File: config.mk
export PLATFORM = sky130hd
export DESIGN_NAME = stream_window_tracker
export DESIGN_NICKNAME = d
export VERILOG_FILES = /design/src/rtl/stream_window_tracker.sv
export SDC_FILE = /design/constraint.sdc
export NUM_CORES = 1
export LEC_CHECK = 0
export ABC_AREA = 1
export CAP_MARGIN = 20
export CELL_PAD_IN_SITES_DETAIL_PLACEMENT = 1
export CELL_PAD_IN_SITES_GLOBAL_PLACEMENT = 1
export CORE_ASPECT_RATIO = 1.2
export CORE_UTILIZATION = 42
export CTS_CLUSTER_SIZE = 10
export DETAILED_ROUTE_END_ITERATION = 6
export GPL_TIMING_DRIVEN = 0
export PLACE_DENSITY_LB_ADDON = 0.1
export SYNTH_ARGS = -nofsm -noshare
export SYNTH_HDL_FRONTEND = slang
export SYNTH_SLANG_ARGS = --single-unit
File: constraint.sdc
create_clock -name clk -period 8 [get_ports clk]
set_clock_uncertainty 0.1 [all_clocks]
set_input_delay 1.6 -clock clk [delete_from_list [all_inputs] [get_ports clk]]
set_output_delay 1.6 -clock clk [all_outputs]
set_load 0.05 [all_outputs]
File: src/rtl/stream_window_tracker.sv
// Raster-order position decoder: registers each accepted pixel with its (row, col), frame/line markers and KxK window flag.
// Optional frame abort input is compiled in with `define STREAM_TRACKER_ABORT_EN.
module stream_window_tracker #(
    parameter int DATA_W = 8,
    parameter int CNT_W  = 16,
    parameter int K      = 3,
    parameter int FCNT_W = 16
) (
    input  logic              clk,
    input  logic              rst,
`ifdef STREAM_TRACKER_ABORT_EN
    input  logic              frame_abort,
`endif
    input  logic [CNT_W-1:0]  cfg_width,
    input  logic [CNT_W-1:0]  cfg_height,
    input  logic              s_valid,
    output logic              s_ready,
    input  logic [DATA_W-1:0] s_data,
    output logic              m_valid,
    input  logic              m_ready,
    output logic [DATA_W-1:0] m_data,
    output logic [CNT_W-1:0]  m_row,
    output logic [CNT_W-1:0]  m_col,
    output logic              m_win_valid,
    output logic              m_sof,
    output logic              m_eol,
    output logic              m_eof,
    output logic [FCNT_W-1:0] frame_count
);

    localparam logic [CNT_W-1:0] WIN_MIN = CNT_W'(K - 1);
    localparam logic [CNT_W-1:0] ONE     = CNT_W'(1);

    logic [CNT_W-1:0]  row_q, row_d, col_q, col_d;
    logic [CNT_W-1:0]  w_q, w_d, h_q, h_d;
    logic              m_valid_q, m_valid_d;
    logic [DATA_W-1:0] m_data_q, m_data_d;
    logic [CNT_W-1:0]  m_row_q, m_row_d, m_col_q, m_col_d;
    logic              m_win_q, m_win_d, m_sof_q, m_sof_d;
    logic              m_eol_q, m_eol_d, m_eof_q, m_eof_d;
    logic [FCNT_W-1:0] frame_count_q, frame_count_d;

    logic              abort;
    logic              accept, consume, at_origin, last_col, last_row;
    logic [CNT_W-1:0]  eff_w, eff_h;

`ifdef STREAM_TRACKER_ABORT_EN
    assign abort = frame_abort;
`else
    assign abort = 1'b0;
`endif

    assign s_ready = (!m_valid_q || m_ready) && !abort;
    assign accept  = s_valid && s_ready;
    assign consume = m_valid_q && m_ready;

    always_comb begin
        at_origin = (row_q == '0) && (col_q == '0);
        // The first pixel of a frame uses live config; the rest use the latched copy.
        eff_w     = at_origin ? ((cfg_width  == '0) ? ONE : cfg_width)  : w_q;
        eff_h     = at_origin ? ((cfg_height == '0) ? ONE : cfg_height) : h_q;
        last_col  = (col_q == eff_w - ONE);
        last_row  = (row_q == eff_h - ONE);

        row_d         = row_q;
        col_d         = col_q;
        w_d           = w_q;
        h_d           = h_q;
        m_valid_d     = m_valid_q;
        m_data_d      = m_data_q;
        m_row_d       = m_row_q;
        m_col_d       = m_col_q;
        m_win_d       = m_win_q;
        m_sof_d       = m_sof_q;
        m_eol_d       = m_eol_q;
        m_eof_d       = m_eof_q;
        frame_count_d = frame_count_q;

        if (abort) begin
            row_d     = '0;
            col_d     = '0;
            m_valid_d = 1'b0;
            m_win_d   = 1'b0;
            m_sof_d   = 1'b0;
            m_eol_d   = 1'b0;
            m_eof_d   = 1'b0;
        end else begin
            if (consume && m_eof_q)
                frame_count_d = frame_count_q + FCNT_W'(1);
            if (accept) begin
                if (at_origin) begin
                    w_d = eff_w;
                    h_d = eff_h;
                end
                m_valid_d = 1'b1;
                m_data_d  = s_data;
                m_row_d   = row_q;
                m_col_d   = col_q;
                m_win_d   = (row_q >= WIN_MIN) && (col_q >= WIN_MIN);
                m_sof_d   = at_origin;
                m_eol_d   = last_col;
                m_eof_d   = last_col && last_row;
                if (last_col) begin
                    col_d = '0;
                    row_d = last_row ? '0 : row_q + ONE;
                end else begin
                    col_d = col_q + ONE;
                end
            end else if (consume) begin
                m_valid_d = 1'b0;
            end
        end
    end

    always_ff @(posedge clk or negedge rst) begin
        if (!rst) begin
            row_q         <= '0;
            col_q         <= '0;
            w_q           <= '0;
            h_q           <= '0;
            m_valid_q     <= 1'b0;
            m_data_q      <= '0;
            m_row_q       <= '0;
            m_col_q       <= '0;
            m_win_q       <= 1'b0;
            m_sof_q       <= 1'b0;
            m_eol_q       <= 1'b0;
            m_eof_q       <= 1'b0;
            frame_count_q <= '0;
        end else begin
            row_q         <= row_d;
            col_q         <= col_d;
            w_q           <= w_d;
            h_q           <= h_d;
            m_valid_q     <= m_valid_d;
            m_data_q      <= m_data_d;
            m_row_q       <= m_row_d;
            m_col_q       <= m_col_d;
            m_win_q       <= m_win_d;
            m_sof_q       <= m_sof_d;
            m_eol_q       <= m_eol_d;
            m_eof_q       <= m_eof_d;
            frame_count_q <= frame_count_d;
        end
    end

    assign m_valid     = m_valid_q;
    assign m_data      = m_data_q;
    assign m_row       = m_row_q;
    assign m_col       = m_col_q;
    assign m_win_valid = m_win_q;
    assign m_sof       = m_sof_q;
    assign m_eol       = m_eol_q;
    assign m_eof       = m_eof_q;
    assign frame_count = frame_count_q;

endmodule

==> key figures <==
Power and ir drop
  • Combinational share of power: 18.0%
  • Clk pwr share: 43.8%
  • Total Power: 1.86 mW
  • Leak pwr: 5.04 nW
  • Sw Share: 30.8%
  • P_int: 1.29 mW
  • Switching power: 0.574 mW
  • Flop pwr share: 38.3%
  • Maximum VDD drop: 0.194 mV
  • Power per cell area: 181 mW/mm^2

Logic synthesis
  • Synth warn: 0
  • Syn Inst Count: 1149
  • Most area-consuming cells after synthesis: dfrtp_1 (38%), nand2_1 (16%), inv_1 (6.2%)
  • Seq/Total Area, Yosys: 37.8%
  • Leading area contributor after synthesis: dfrtp_1
  • Post-Syn Area: 0.00828 sq mm
  • Mapped Avg Cell Area: 7.20 sq um
  • Flops & latches, synth: 125
  • Syn_nets: 1202
  • Top cell type's share of synthesized area: 37.8%
  • Post-synth cell types: 39
  • Async SR Flop Fraction: 100%
  • Post-synth EDFFs: 0
  • Predominant post-synthesis flop cell: dfrtp_1

Worst setup path
  • CP arrival: 3020 ps
  • Cells along the critical path: clkdlybuf4s50_1 > inv_1 > nand2_1 > clkdlybuf4s50_1
  • Crit path max-delay cell type: clkdlybuf4s50_1
  • Crit end category: primary output
  • Cell family with most CP delay: buffers and inverters
  • CP Buf/Inv Count: 3
  • Crit path required time: 6300 ps
  • Slowest cell delay on critical path: 810 ps
  • Critical path's most frequent cell: clkdlybuf4s50_1
  • Setup Crit Path Kind: input port to primary output
  • Worst Path Max Fanout: 3
  • Worst setup SP type: input port
  • Reg2Reg Depth: 22
  • Reg-to-reg slack, setup: 4010 ps
  • Worst path depth: 4

GRT
  • GRT overflow: 0
  • First-pass GRT wire length: 42400 microns
  • Total track usage: 27.3%
  • Initial antenna violation count: 0
  • Largest net degree at the start of global routing: 94
  • Vias in the first global route: 8401

Routing
  • WL/cell: 16.6 microns
  • Vias/cell: 5.06
  • Drt initial violations: 266
  • Drt first pass iters: 4
  • Antenna-violating nets left: 0
  • Via count: 7806
  • DRT Wirelength: 25600 microns
  • DRC Markers: 0

Outcome
  • Outcome: finished, final reports clean

STA
  • PnR worst setup slack: 3280 ps
  • Slew HR: 53.9%
  • Timing-limited maximum frequency: 0.212 GHz
  • Fin Hold WS: 372 ps
  • Final setup viols: 0
  • Setup_tns: 0 ps
  • Final critical-path required period: 4720 ps
  • Pins Over Slew Limit: 0
  • Tcrit/Tclk final: 59.0%
  • Worst-margin pin slew: 691 ps
  • Hold Violations, Final: 0
  • RSZ-0062 raised after global routing: no

CTS
  • Clock Sinks: 125
  • Setup Buffers After CTS: 0
  • Total CTS buffers: 17
  • Post-CTS Resized: 0
  • Clk Latency, worst-skew pair: 430 ps
  • Post-CTS Hold Buffers: 0
  • H-tree depth: 4
  • Root Buffer: clkbuf_16
  • Max Buffers Root-to-Sink: 2
  • CTS tree: done
  • Clock slew at reported path FFs: 60 ps

Final layout
  • Area Growth Syn to Fin: 24.3%
  • Filler cells: 2481
  • Layout cells sized above 1: 13.2%
  • Ant. Diodes: 0
  • Post-Layout Inst Area: 0.0103 sq mm
  • # nets final: 1327

Floorplan
  • Die area: 0.0203 sq mm
  • Die Span X: 130 microns
  • Core Region: 0.0191 sq mm
  • # IOs: 106
  • Chip height: 156 microns
  • Std cell rows: 55
  • Initial Utilization: 43.4%

Placed design
  • Pre-CTS WS: 3280 ps
  • Hpwl dp: 19600 microns
  • Buffers on Ports: 105
  • Placer Congestion: 0.877
  • Cell Area, Placed: 0.00968 sq mm

Job
  • Max Cap Viol: 0

Worst hold path
  • WHS Path Cells: 2
  • HP Class: flip-flop to flip-flop
## cells by family after synthesis
group | count (synthesis) | share of synthesized area (%)
AOI/OAI and AO/OA | 121 | 8.42
buffers and inverters | 173 | 8.94
and+or+nand+nor | 662 | 37.1
xor gates and xnor gates | 55 | 5.82
adders and majority gates | 9 | 1.36
DFF | 125 | 37.8
muxes | 4 | 0.544
## cell usage in the layout, fill, tap and decap left out, drive strengths merged
master / count
a21o: 1
a21oi: 18
a221oi: 1
and2: 2
buf: 18
bufinv: 3
clkbuf: 35
clkdlybuf4s50: 104
clkinv: 7
dfrtp: 125
ha: 9
inv: 144
mux2: 4
nand2: 410
nand3: 79
nand3b: 1
nand4: 14
nor2: 130
nor3: 20
nor4: 5
o21ai: 97
o21bai: 4
or2: 1
xnor2: 11
xor2: 44
## cell usage after synthesis (7+ instances only)
cell type  number
nand2_1       357
inv_1         137
dfrtp_1       125
nor2_1         94
nand3_1        75
o21ai_0        70
nand2_2        46
xor2_1         44
nor3_1         19
o21ai_2        19
a21oi_1        18
nor2_2         17
nor2_4         16
clkbuf_1       14
nand4_1        14
xnor2_1        11
buf_6           9
ha_1            9
o21ai_1         8
nand2_4         7
## worst register-to-register path, cell delays in order, from the launching register on
cell and delay, ps:
dfrtp_1 440, inv_1 240, ha_1 250, nand2_1 90
nor2_1 150, nand2_2 130, nor2_8 240, buf_6 190
nand3_1 110, nand2_2 110, ha_1 210, nand2_2 110
nor2_8 190, nand2_4 110, o21bai_2 140, nand2_1 70
nor2_1 110, nand2_1 70, nor2_2 180, nand3_2 220
buf_2 280, nand2_1 120, o21ai_2 60
## state kept, by name, summed over array words and instances (netlist names)
register	count
m_col	16
row_q	16
m_data	8
col_q	16
m_sof	1
m_row	16
m_win_valid	1
m_eof	1
m_valid	1
m_eol	1
frame_count	16
w_q	16
h_q	16
## cell type report
class                      count  area [sq um]  share of cell area, %
buffer                        30           203                   1.97
clock buffer                  21           450                   4.38
clock inverter                11           159                   1.55
inverter                     143           537                   5.22
multi-input combinational    851          4410                   42.9
sequential                   125          3130                   30.4
tap                          256           320                   3.11
timing repair buffer         106          1080                   10.5
## final timing paths
kind,startpoint,to
min in group asynchronous,rst,w_q[9]
max reg2reg,row_q[0],row_q[13]
min reg2reg,h_q[9],h_q[9]
min,h_q[9],h_q[9]
max,m_ready,s_ready
max in group asynchronous,rst,row_q[3]
## per-stage QoR
step | instances | util (%)
detailed placement | 1511 | 50.8
CTS | 1543 | 54.0
finish | 1543 | 54.0
global placement | 1510 | 50.6
global route | 1543 | 54.0
floorplan | 1149 | -
## power groups by stage
stage	Combinational, mW	Clock [mW]	Sequential (mW)
3_3_place_gp	0.329	0	0.723
2_1_floorplan	0.132	0	0.792
5_1_grt	0.367	0.848	0.718
3_5_place_dp	0.338	0	0.724
4_1_cts	0.339	0.826	0.713
6_report	0.334	0.815	0.713
## layer usage
layer | vias up | GRT usage [%] | wire length (microns)
met5 | - | 0 | 0
met4 | 0 | 9.41 | 596
met3 | 37 | 3.67 | 571
met2 | 103 | 52.4 | 14200
met1 | 3820 | 30.1 | 10200
li1 | 3846 | - | -
Power figures use the tool's default switching activity.
==> RTL edit, RTL diff (same flow settings) <==
Build with the macro `STREAM_TRACKER_ABORT_EN` defined.
--- a/src/rtl/stream_window_tracker.sv
+++ b/src/rtl/stream_window_tracker.sv
@@ -1,4 +1,6 @@
 // Raster-order position decoder: registers each accepted pixel with its (row, col), frame/line markers and KxK window flag.
 // Optional frame abort input is compiled in with `define STREAM_TRACKER_ABORT_EN.
+`define STREAM_TRACKER_ABORT_EN
+
 module stream_window_tracker #(
     parameter int DATA_W = 8,
Ports: changed (added frame_abort); port bits go from 106 to 107. No check against the original RTL was run, so the function may have changed too.
==> RTL edit against the original RTL <==
  * Sequential cell count is the same
  * Wire length up 2.7%
  * Fmax decreased by 1.9%
  * Area after synthesis shrank 1.5%
  * Design area is 1.1% lower
  * Synthesized cell count is 2.5% higher
  * Worst setup slack worse by 0.090 ns
  * Register-to-register slack about the same
Power is not compared: it rests on default switching activity, and its combinational part moved more than twofold at a synthesized area within 25%.
==> RTL edit: results (changes against the original RTL) <==
| Metric | Value |
|---|---|
| Status | `finished, final reports clean (unchanged)` |
| Layout clock area frac | `0.0602 (was 0.0592)` |
| Area after DPL | `9560 µm² (was 9680 µm²)` |
| Placed cells | `1,541 (was 1,511)` |
| Flop2flop setup slack | `4.00 ns (was 4.01 ns)` |
| Non-clk bufs | `141 (was 136)` |
| Non-clock inverter count | `148 (was 143)` |
| Filler cell count | `2,528 (was 2,481)` |
| Drt wl/cell | `16.7 µm (was 16.6 µm)` |
| Routed metal-1 wirelength | `10,800 µm (was 10,200 µm)` |
| Pin count of the biggest net entering global routing | `93 (was 94)` |
| Worst min-delay path startpoint | `frame_count[15]$_DFFE_PN0P_ (was h_q[9]$_DFFE_PN0P_)` |
| FF-to-FF End | `row_q[7]$_DFFE_PN0P_ (was row_q[13]$_DFFE_PN0P_)` |
| DIE AREA | `20,000 µm² (was 20,300 µm²)` |
| DP HPWL | `20,200 µm (was 19,600 µm)` |
| Syn Inst Count | `1,178 (was 1,149)` |
| Met2 usage in global routing | `0.535 (was 0.524)` |
| Layout cells sized above 1 | `0.0942 (was 0.132)` |
| Via/cell ratio | `5.06 (about the same)` |
| First-pass GRT wire length | `43,100 µm (was 42,400 µm)` |
| Worst Hold Path EP | `frame_count[15]$_DFFE_PN0P_ (was h_q[9]$_DFFE_PN0P_)` |
| Routed wl met3 | `561 µm (was 571 µm)` |
| Post-Layout Cell Count | `1,573 (was 1,543)` |
| Total GRT Usage | `0.283 (was 0.273)` |
| Synth Area in XOR/XNOR | `0.0580 (was 0.0582)` |
| Distinct cells, synth | `37 (was 39)` |
| Met2 WL post-DR | `14,400 µm (was 14,200 µm)` |
| Seq area share | `0.308 (was 0.304)` |
| Crit-path max FO | `2 (was 3)` |
| Final Net Count | `1,358 (was 1,327)` |
| GR Layer Usage met1 | `0.321 (was 0.301)` |
| Starting DRT DRC Count | `328 (was 266)` |
==> RTL edit: cell types whose count changed after synthesis, moves of 7 or more <==
cell	before	now
inv_1	137	144
nand2_1	357	396
nand4_1	14	23
a21oi_1	18	9
nand2_2	46	24
o21ai_2	19	7
nor2_1	94	128
==> RTL edit: power breakdown <==
group	switching [W]	internal, W	total [W]
Combinational	0.000572	0.000267	0.000839
Clock	0.000336	0.000481	0.000817
Sequential	0.0000473	0.000715	0.000762
==> RTL edit: worst max-delay path, cell delays in order <==
cell and delay (ns):
clkdlybuf4s50_1 0.48, nor2_1 0.07, nor2_1 0.13, clkdlybuf4s50_1 0.83
==> RTL edit: metrics by stage <==
step	setup WS, ns	TNS (ns)	hold slack [ns]
floorplan	3.78	0	0.338
global placement	-0.124	-13.15	0.349
global route	3.14	0	0.405
detailed placement	3.18	0	0.370
finish	3.19	0	0.381
CTS	3.18	0	0.386
